**src/rtl/debounce_toggle_gen.sv**
```systemverilog
// Push-button debouncer: 2-flop synchronizer feeding a four-state qualifier
// that emits a clean level plus one-cycle rise (t_pulse) and fall pulses.
module debounce_toggle_gen #(
  parameter int CNT_MAX = 4,
  parameter int CNT_W   = 16
) (
  input  logic clk,
  input  logic rst,
  input  logic btn_in,
  output logic btn_level,
  output logic t_pulse,
  output logic fall_pulse,
  output logic busy
);

  typedef enum logic [1:0] {
    IDLE_LO = 2'd0,
    CHK_HI  = 2'd1,
    IDLE_HI = 2'd2,
    CHK_LO  = 2'd3
  } state_t;

  // Last count value; reaching it with a stable sample accepts the transition.
  localparam logic [CNT_W-1:0] CNT_LAST = CNT_W'(CNT_MAX - 1);

  state_t           r_state;
  state_t           w_state_nxt;
  logic             r_s1;
  logic             r_s2;
  logic [CNT_W-1:0] r_cnt;
  logic [CNT_W-1:0] w_cnt_nxt;
  logic             r_level;
  logic             w_level_nxt;
  logic             r_t_pulse;
  logic             w_t_pulse_nxt;
  logic             r_fall_pulse;
  logic             w_fall_pulse_nxt;
  logic             r_busy;
  logic             w_busy_nxt;

  // Qualification next-state, counter and output decode.
  always_comb begin
    w_state_nxt      = r_state;
    w_cnt_nxt        = r_cnt;
    w_level_nxt      = r_level;
    w_t_pulse_nxt    = 1'b0;
    w_fall_pulse_nxt = 1'b0;
    case (r_state)
      IDLE_LO: begin
        if (r_s2) begin
          w_state_nxt = CHK_HI;
          w_cnt_nxt   = {CNT_W{1'b0}};
        end else begin
          w_state_nxt = IDLE_LO;
        end
      end
      CHK_HI: begin
        if (!r_s2) begin
          w_state_nxt = IDLE_LO;
        end else if (r_cnt < CNT_LAST) begin
          w_cnt_nxt = r_cnt + CNT_W'(1);
        end else begin
          w_state_nxt   = IDLE_HI;
          w_level_nxt   = 1'b1;
          w_t_pulse_nxt = 1'b1;
        end
      end
      IDLE_HI: begin
        if (!r_s2) begin
          w_state_nxt = CHK_LO;
          w_cnt_nxt   = {CNT_W{1'b0}};
        end else begin
          w_state_nxt = IDLE_HI;
        end
      end
      CHK_LO: begin
        if (r_s2) begin
          w_state_nxt = IDLE_HI;
        end else if (r_cnt < CNT_LAST) begin
          w_cnt_nxt = r_cnt + CNT_W'(1);
        end else begin
          w_state_nxt      = IDLE_LO;
          w_level_nxt      = 1'b0;
          w_fall_pulse_nxt = 1'b1;
        end
      end
      default: begin
        w_state_nxt = IDLE_LO;
        w_cnt_nxt   = {CNT_W{1'b0}};
        w_level_nxt = 1'b0;
      end
    endcase
    w_busy_nxt = (w_state_nxt == CHK_HI) || (w_state_nxt == CHK_LO);
  end

  // State, synchronizer and registered outputs; reset wins over everything.
  always_ff @(posedge clk) begin
    if (rst) begin
      r_state      <= IDLE_LO;
      r_s1         <= 1'b0;
      r_s2         <= 1'b0;
      r_cnt        <= {CNT_W{1'b0}};
      r_level      <= 1'b0;
      r_t_pulse    <= 1'b0;
      r_fall_pulse <= 1'b0;
      r_busy       <= 1'b0;
    end else begin
      r_state      <= w_state_nxt;
      r_s1         <= btn_in;
      r_s2         <= r_s1;
      r_cnt        <= w_cnt_nxt;
      r_level      <= w_level_nxt;
      r_t_pulse    <= w_t_pulse_nxt;
      r_fall_pulse <= w_fall_pulse_nxt;
      r_busy       <= w_busy_nxt;
    end
  end

  assign btn_level  = r_level;
  assign t_pulse    = r_t_pulse;
  assign fall_pulse = r_fall_pulse;
  assign busy       = r_busy;

endmodule
```
**config.mk**
```make
export PLATFORM = sky130hd
export DESIGN_NAME = debounce_toggle_gen
export DESIGN_NICKNAME = d
export VERILOG_FILES = /design/src/rtl/debounce_toggle_gen.sv
export SDC_FILE = /design/constraint.sdc
export NUM_CORES = 1
export LEC_CHECK = 0
export ABC_CLOCK_PERIOD_IN_PS = 1800
export CAP_MARGIN = 20
export CORE_AREA = 2 2 43 45
export CTS_BUF_LIST = sky130_fd_sc_hd__clkbuf_2 sky130_fd_sc_hd__clkbuf_4 sky130_fd_sc_hd__clkbuf_8
export DETAILED_ROUTE_END_ITERATION = 10
export DIE_AREA = 0 0 45 47
export GPL_ROUTABILITY_DRIVEN = 0
export MAX_ROUTING_LAYER = met4
export PLACE_DENSITY = 0.72
export SLEW_MARGIN = 40
export SYNTH_ARGS = -nofsm -noshare
export SYNTH_HDL_FRONTEND = slang
export SYNTH_SLANG_ARGS = --single-unit
```
**constraint.sdc**
```tcl
create_clock -name clk -period 1.8 [get_ports clk]
set_clock_uncertainty 0.1 [all_clocks]
set_input_delay 0.54 -clock clk [delete_from_list [all_inputs] [get_ports clk]]
set_output_delay 0.54 -clock clk [all_outputs]
set_load 0.02 [all_outputs]
```
Yosys cells after proc, flatten, opt, wreduce, memory -nomap -nowiden
Index checks and enable logic that the tools add are counted.

operators by class
  equality and inequality tests = 11
  bitwise logic cells = 3
  reduce and logical (&&, ||, !) cells = 7
  $add $sub $neg = 1
  multiplexer cells = 19
  order comparisons = 1

operators with widths
  cell                   number
  $mux 16                5
  $pmux 16 s4            1
  $add 16x1->16 const B  1
  $lt 16x2->1 const B    1
  $ne 2x2->1 const B     6
  $mux 2                 4
  $pmux 2 s4             1
  $mux 1                 7
  $eq 2x2->1 const B     3
  $reduce_or 3->1        2
  $reduce_and 5->1       1
  $eq 2x1->1 const B     2
  $reduce_and 4->1       1
  $not 1->1              3
  $logic_not 2->1        1
  $pmux 1 s2             1
  $reduce_bool 2->1      1
  $logic_or 1x1->1       1

storage, ports and cells
  flip-flop bits (word level) = 24
  logic and storage cells = 50
  output and inout port bits = 4

Logic depth before layout (Yosys ltp)
Gate-level depths: netlist of run 1.

  depth after elaboration = 6
  gate-level depth with buffers = 5

Worst setup path after synthesis of run 1
No wires, ideal clock.

  path kind = reg-to-reg
  from = register r_cnt[0]
  to = register r_cnt[0]
  stages on the path, launching flop included = 6
  path slack = -0.032 ns
  data arrival time = 1.600 ns
  required time = 1.568 ns
  cell sequence = dfxtp_1 -> ha_1 -> or4_4 -> o41a_1 -> o21ai_1 -> a21oi_1

between the ends
  longest elaborated chain between the ends = 4
  elaborated cells between the ends (all ways) = 6
  those cells by class = add/sub (1); order compare (1); mux (4)

RTL lines
  element                                       RTL line  RTL
  start, declared                               30        logic [CNT_W-1:0] r_cnt;
  start signal, assigned                        102       r_cnt <= {CNT_W{1'b0}};
  start signal, assigned                        111       r_cnt <= w_cnt_nxt;
  $add 16x1->16 or $lt 16x2->1 (tied branches)  -
  $mux 16 (*)                                   60, 79
  $mux 16 (on tied branches)                    77, 58
  $pmux 16 s4 (*)                               48        case (r_state)

Mark *: on every way between the ends. The rest lies on a longest branch, timed or not. The select of a mux whose other input is x is not followed.
A chain may end at the register's enable or synchronous reset.

Worst setup path in the final report of run 1
  from = register r_cnt[6]
  to = register r_cnt[1]

between the ends
  longest elaborated chain between the ends = 4
  elaborated cells between the ends (all ways) = 5
  those cells by class = order compare (1); mux (4)

RTL lines
  element                     RTL line
  $lt 16x2->1 (*)             60, 79
  $mux 16 (*)                 -
  $mux 16 (on tied branches)  -
  $pmux 16 s4 (*)             -

Marks and branches as above.

==> results.txt, run 1 <==
- Result of the run: finished, violations left
* Violations in the final reports: setup timing
- For this run, the register share of the synthesized area comes to 0.594.
- Largest cells by area after synthesis: dfxtp_1, and2_1, o41ai_4, or4_4, nor2b_1
* Placed wire-length estimate: 842 µm
- For the pin with the worst max-slew slack, the measured transition is 0.514 ns.
- CP startpoint kind: flip-flop
* Yosys warning total: 0
* Total clock sinks: 24
- Counting every instance in the synthesized netlist gives 73.
- Cell with the largest stage delay on the worst path: or4_4
- In this run, distinct cell masters in the synthesized netlist total 24.
- The die is 45 µm wide.
* Starting density of the core: 0.489
- Pleak: 0.409 nW
- DR pass1 iterations: 3
* Hold WC Path Type: flip-flop to flip-flop
- In this run the power density over the cells is 869 mW/mm².
- After layout, the worst setup slack is -0.0449 ns.
- STA puts the critical path data required time at 1.90 ns.
- Crit path largest cell delay: 0.57 ns
* Post-layout net count: 91
- Finish-stage setup viols: 4
- For the finished layout, the period the worst path requires is 1.84 ns.
- Post-Route WL: 1110 µm
* Worst hold slack across all endpoints: 0.355 ns
- The first global-routing pass estimated 2140 µm of wire.
* Std cell rows: 15
- Summing internal, switching and leakage power gives 0.840 mW.
* Worst path bufs/invs: 0
* ANT cells: 0
* Number of instances on the worst hold path: 1
* Launch point of the critical path: r_cnt[6]
* Final hold violations: 0
- In the final routed layout, each cell accounts on average for 10.8 µm.
* Hold path startpoint: r_s1
- Synthesized area: 808 µm²
- Total of fill cells in the finished design: 139
* Num CTS Buffers: 3
- VDD IR max: 588 µV
- Clock tree root driver cell: clkbuf_4
- Met3 track demand over resource: 0.0231
- The final count of pins violating max slew is 0.
- Data arrival time at the worst-slack endpoint: 1.95 ns
- The routed layout has 524 vias.
- Traced cell by cell, the critical path runs through or4_4 > o41a_1 > o21ai_1 > a21oi_1.
* RSZ-0062 raised after global routing: yes
- Of the available clock period, the critical path in the final layout requires 1.02.
- Critical path endpoint category: flip-flop
- Number of H-tree levels: 1
* Dominant cell by count in the synthesized netlist: dfxtp_1
- Post-placement setup slack: -0.0830 ns
- Classification of the worst setup path: flip-flop to flip-flop
* Count of antenna-violating nets left after detailed routing: 0
- Along the worst path, the maximum fanout reaches 6.
- Remaining global-route overflow: 0
- The number of global-route vias before repair came to 528.
* Count of flip-flops with a built-in enable after synthesis: 0
- The critical path runs through a total of 4 cells.
- Measured in cells, the most critical reg-to-reg path has a length of 4.
- Syn avg cell area: 11.1 µm²
* Combined global-route utilization of all metal layers: 0.145
- The share of synthesized area in the top cell type comes to 0.594.
- Among all flip-flop cells after synthesis, the most frequent one is dfxtp_1.
* Post-Synthesis Net Count: 77
* Insertion delay to the later sink of the worst-skew pair: 0.30 ns
- The startpoint identified for the worst register-to-register timing path is r_cnt[6].
* Antenna violations before repair: 0
* CORE AREA: 0.00165 mm²
- The biggest area contributor in the post-synthesis netlist is dfxtp_1.
- In the final layout, the share of cells above drive strength 1 is 0.186.
- Maximum number of pins on one net before global-route repair: 14
* Maximum Capacitance Violations: 0
* Met2 routing resource usage after global routing: 0.217
- Vias per std cell: 5.09
- Final core occ: 0.585
* Met1 usage: 0.182
- During placement, the flow inserted port buffers numbering 6.
- Counting flops with an async set or reset pin after synthesis yields a share of 0.
- TritonCTS built the clock tree.
- Measured along the y axis, the die boundary spans 47 µm.
- List of most frequent post-synthesis cells: dfxtp_1, and2_1, nand2_1
* Cell class contributing the biggest share of worst-path delay: compound AO/OA/AOI/OAI gates
- IO Count: 7
- Headroom to the max-slew limit came out at 0.656.
* Buffer depth of the longest clock path: 2
- Synth Register Bits: 24
- After clock tree synthesis, the clock-pin slew on the worst setup and hold paths is 0.12 ns.
- The die covers 0.00212 mm².
- DRC errors left: 0
* Setup total negative slack: -0.139 ns
* Layer with the highest usage: met2
* Signed area change from the synthesized netlist to the final layout: 19.5%
- Initial DRC Count: 9
- Static timing analysis puts the maximum clock frequency at 542 MHz.
[kinds of logic after synthesis]
| family | count (synthesis) | synth area share |
|---|---|---|
| xor gates and xnor gates | 2 | 0.0217 |
| adders and majority gates | 1 | 0.0155 |
| buffers and inverters | 3 | 0.0139 |
| and+or+nand+nor | 34 | 0.262 |
| DFF | 24 | 0.594 |
| AOI/OAI and AO/OA | 9 | 0.0929 |
[layer usage]
metal | share of wire | routed length (µm) | vias to the layer above
met5 | 0 | 0 | -
met4 | 0.011 | 12 | 0
met3 | 0.027 | 30 | 2
met2 | 0.42 | 465 | 8
met1 | 0.54 | 604 | 233
li1 | - | - | 281
[path summary, 6_finish.rpt]
check | to | slack, ns
worst max-delay path | r_cnt[1] | -0.04
worst min-delay path | r_s2 | 0.35
worst max register to register | r_cnt[1] | -0.04
worst min register to register | r_s2 | 0.35
[worst reg2reg max path: cells and delay by family, from the launching register on]
family / cells / cell delay (ns)
AO/OA/AOI/OAI: 3 / 0.75
AND/OR/NAND/NOR: 1 / 0.57
flip-flops: 1 / 0.33
[final cells by class]
class | instances | area [µm²] | share of cell area
multi-input combinational | 46 | 330 | 0.342
sequential | 24 | 482 | 0.499
tap | 17 | 21.3 | 0.0220
timing repair buffer | 11 | 92.6 | 0.0959
clock buffer | 4 | 36.3 | 0.0376
inverter | 1 | 3.75 | 0.00389
[timing repair]
action	CTS	global route
setup buffers	0	1
hold buffers	0	0
setup endpoints to repair	9	7
gates resized for setup	5	2
pin swaps	6	2
[through the flow]
step | cells | area, µm²
2_1_floorplan | 73 | 811
3_3_place_gp | 98 | 915
3_5_place_dp | 98 | 915
4_1_cts | 102 | 947
5_1_grt | 103 | 966
6_report | 103 | 966
[registers in the layout (all words and copies together), names as in the netlist]
| register | count |
|---|---|
| t_pulse | 1 |
| r_cnt | 16 |
| r_state | 2 |
| r_s1 | 1 |
| fall_pulse | 1 |
| busy | 1 |
| r_s2 | 1 |
| btn_level | 1 |
[report_power, final]
group / switching (mW) / internal, mW
logic: 0.0164 / 0.0145
registers: 0.00426 / 0.537
clock network: 0.144 / 0.123
total: 0.165 / 0.674
[cells in the final DEF, fill, tap and decap left out, drive strengths merged]
| cell type | netlist | layout |
|---|---|---|
| a21oi | 3 | 3 |
| a31oi | 1 | 1 |
| and2 | 13 | 13 |
| buf | 0 | 5 |
| clkbuf | 2 | 4 |
| clkdlybuf4s50 | 0 | 2 |
| dfxtp | 24 | 24 |
| dlygate4sd2 | 0 | 4 |
| ha | 1 | 1 |
| inv | 1 | 1 |
| nand2 | 4 | 4 |
| nand4 | 1 | 1 |
| nand4b | 1 | 1 |
| nor2 | 2 | 2 |
| nor2b | 3 | 3 |
| nor3 | 2 | 2 |
| nor3b | 2 | 2 |
| nor4 | 2 | 2 |
| o21ai | 3 | 3 |
| o41a | 1 | 1 |
| o41ai | 1 | 1 |
| or3 | 1 | 1 |
| or4 | 3 | 3 |
| xnor2 | 1 | 1 |
| xor2 | 1 | 1 |
Power figures use the tool's default switching activity.
==> inputs of run 2 (changes only) <==
CORE_AREA = 3 3 44 46   (was 2 2 43 45)
DIE_AREA = 0 0 47 49   (was 0 0 45 47)
MAX_ROUTING_LAYER = not set   (was met4)
TNS_END_PERCENT = 20   (was not set)
==> results.txt, run 2 (synthesized netlist as in run 1, its figures left out) <==
* Data arrival time at the worst-slack endpoint: 1.95 ns
- Post-CTS clock slew at the launch and capture registers of the worst setup and hold paths: 0.13 ns
- Most common cell after layout, fill and taps aside: dfxtp_1
- DR pass1 iterations: 2
* Count of non-filler cells in the finished layout: 100
* Number of H-tree levels: 1
- Clock tree from TritonCTS: built
- Proportion of power drawn by the clock network: 0.400
- The share of total power dissipated in sequential elements is 0.567.
- Cell with the largest stage delay on the worst path: or4_4
* CP cell instances: or4_4 > o41a_1 > o21ai_1 > a21oi_1
- Cell Pwr Density: 986 mW/mm²
- The area growth from synthesis to layout is 19.8%.
- The worst setup path is of the flip-flop to flip-flop kind.
- Fraction of final layout cells with drive strength greater than 1: 0.179
- Worst Path Required: 1.91 ns
- Via count of the first global-routing pass: 489
- Dividing the detail-routed wire length by the instance count gives 12.1 µm.
- For this run, the post-layout net count is 89.
* Count of antenna-violating nets left after detailed routing: 0
- Timing analysis after detailed placement gives a worst setup slack of -0.0705 ns.
* Setup slack, reg-to-reg: -0.03 ns
- RSZ-0062 raised after global routing: yes
- Chip Width: 47 µm
* Maximum number of pins on one net before global-route repair: 15
- The die covers 0.00230 mm².
- Final WS setup: -0.0343 ns
- CP startpoint kind: flip-flop
- Comb power frac: 0.034
- Setup total negative slack: -0.0764 ns
- Chip Height: 49 µm
- The later pin in the worst-skew pair is clocked with a latency of 0.31 ns.
- Number of vias in the routed layout: 514
* Result of the run: finished, violations left
- F_max: 545 MHz
- Post-Route WL: 1210 µm
* Buffer depth of the longest clock path: 2
* Hold WC Path Type: flip-flop to flip-flop
- Placed standard-cell area: 903 µm²
* DRC errors left: 0
- In this run the static leakage power is 0.405 nW.
- Final slew viol count: 0
- Initial DRC Count: 3
- CORE AREA: 0.00154 mm²
- The first global-routing pass estimated 2110 µm of wire.
- The floorplan has 14 rows.
* Number of placed cells counting well taps: 96
* Worst path bufs/invs: 0
* Final hold violations: 0
- The worst-case IR drop observed on VDD is 668 µV.
- Period minus WS final: 1.83 ns
- The worst setup path is captured at a flip-flop.
* Crit path largest cell delay: 0.56 ns
- Part of the cycle the worst path needs: 1.02
- 7 I/O pins were placed.
- Num CTS Buffers: 3
- For this configuration, the core starts out at a cell density of 0.524.
- Violations in the final reports: setup timing
- For this design, the CTS-stage hold fixing added 0 buffers.
- Finish-stage setup viols: 3
- Most frequent cells in the layout: dfxtp_1, and2_1, nand2_1, dlygate4sd2_1
- Across every metal layer, demand over resource in global routing totals 0.126.
- The repair_antennas step left the layout with diodes totalling 0.
- Vias per std cell: 5.14
* Cell class contributing the biggest share of worst-path delay: compound AO/OA/AOI/OAI gates
- Largest register FFs: 16
* Remaining global-route overflow: 0
- The tool flagged a number of max-cap violations equal to 0.
* Biggest register: r_cnt
- For the pin with the worst max-slew slack, the measured transition is 0.578 ns.
* Placed wire-length estimate: 893 µm
- Cell Int Power: 0.776 mW
* Largest registers: r_cnt: 16 flops, r_state: 2 flops
* Max-Slew Margin vs Limit: 0.613
* Clock tree root driver cell: clkbuf_4
* Final design area excluding fillers: 968 µm²
* Switching share of power: 0.187
- The analysis attributes to net switching a power of 0.178 mW.
- Antenna violations before repair: 0
* Total clock sinks: 24
- Number of port buffers: 6
* Peak fanout along the critical path: 6
## run 2: final timing paths
path	from	end	cells past startpoint
max	r_cnt[6]	r_cnt[0]	4
min	r_s1	r_s2	1
max reg2reg	r_cnt[6]	r_cnt[0]	4
min reg2reg	r_s1	r_s2	1
## run 2: power by group through the flow
stage	combinational [mW]	sequential, mW	clock, mW
CTS	0.0325	0.541	0.394
finish	0.0321	0.541	0.381
detailed placement	0.0341	0.553	0
global placement	0.0330	0.553	0
floorplan	0.0147	0.556	0
global route	0.0356	0.543	0.425
## run 2: through the flow
step	hold WS, ns	power, mW	utilization
floorplan	0.314	0.570	-
finish	0.357	0.954	0.628
global placement	0.320	0.586	0.586
global route	0.368	1.00	0.628
CTS	0.359	0.968	0.619
detailed placement	0.327	0.587	0.586
## run 2: layout make-up
cell class	count	area [µm²]
clock buffers	3	22.5
fillers	127	573
inverters	1	3.75
multi-input cells	46	333
repair buffers	9	77.6
flip-flops and latches	24	482
well taps	16	20.0
clock inverters	1	30.0
## run 2: layer usage
layer  GRT usage  vias to the layer above  wire length (µm)
met5           0                        -                 0
li1            -                      275                 -
met3      0.0221                        5                31
met2       0.167                        7               519
met1       0.172                      227               613
met4      0.0968                        0                45
## run 2: what timing repair did
item,CTS,global route
setup buffers,0,0
pin swaps,3,3
setup endpoints to repair,10,6
gates cloned,0,0
resized for setup,5,4
==> inputs of run 3 (changes only) <==
ABC_CLOCK_PERIOD_IN_PS = not set   (was 1800)
==> results of run 3 <==
No change in the layout: final DEF, timing and power equal those of run 2.
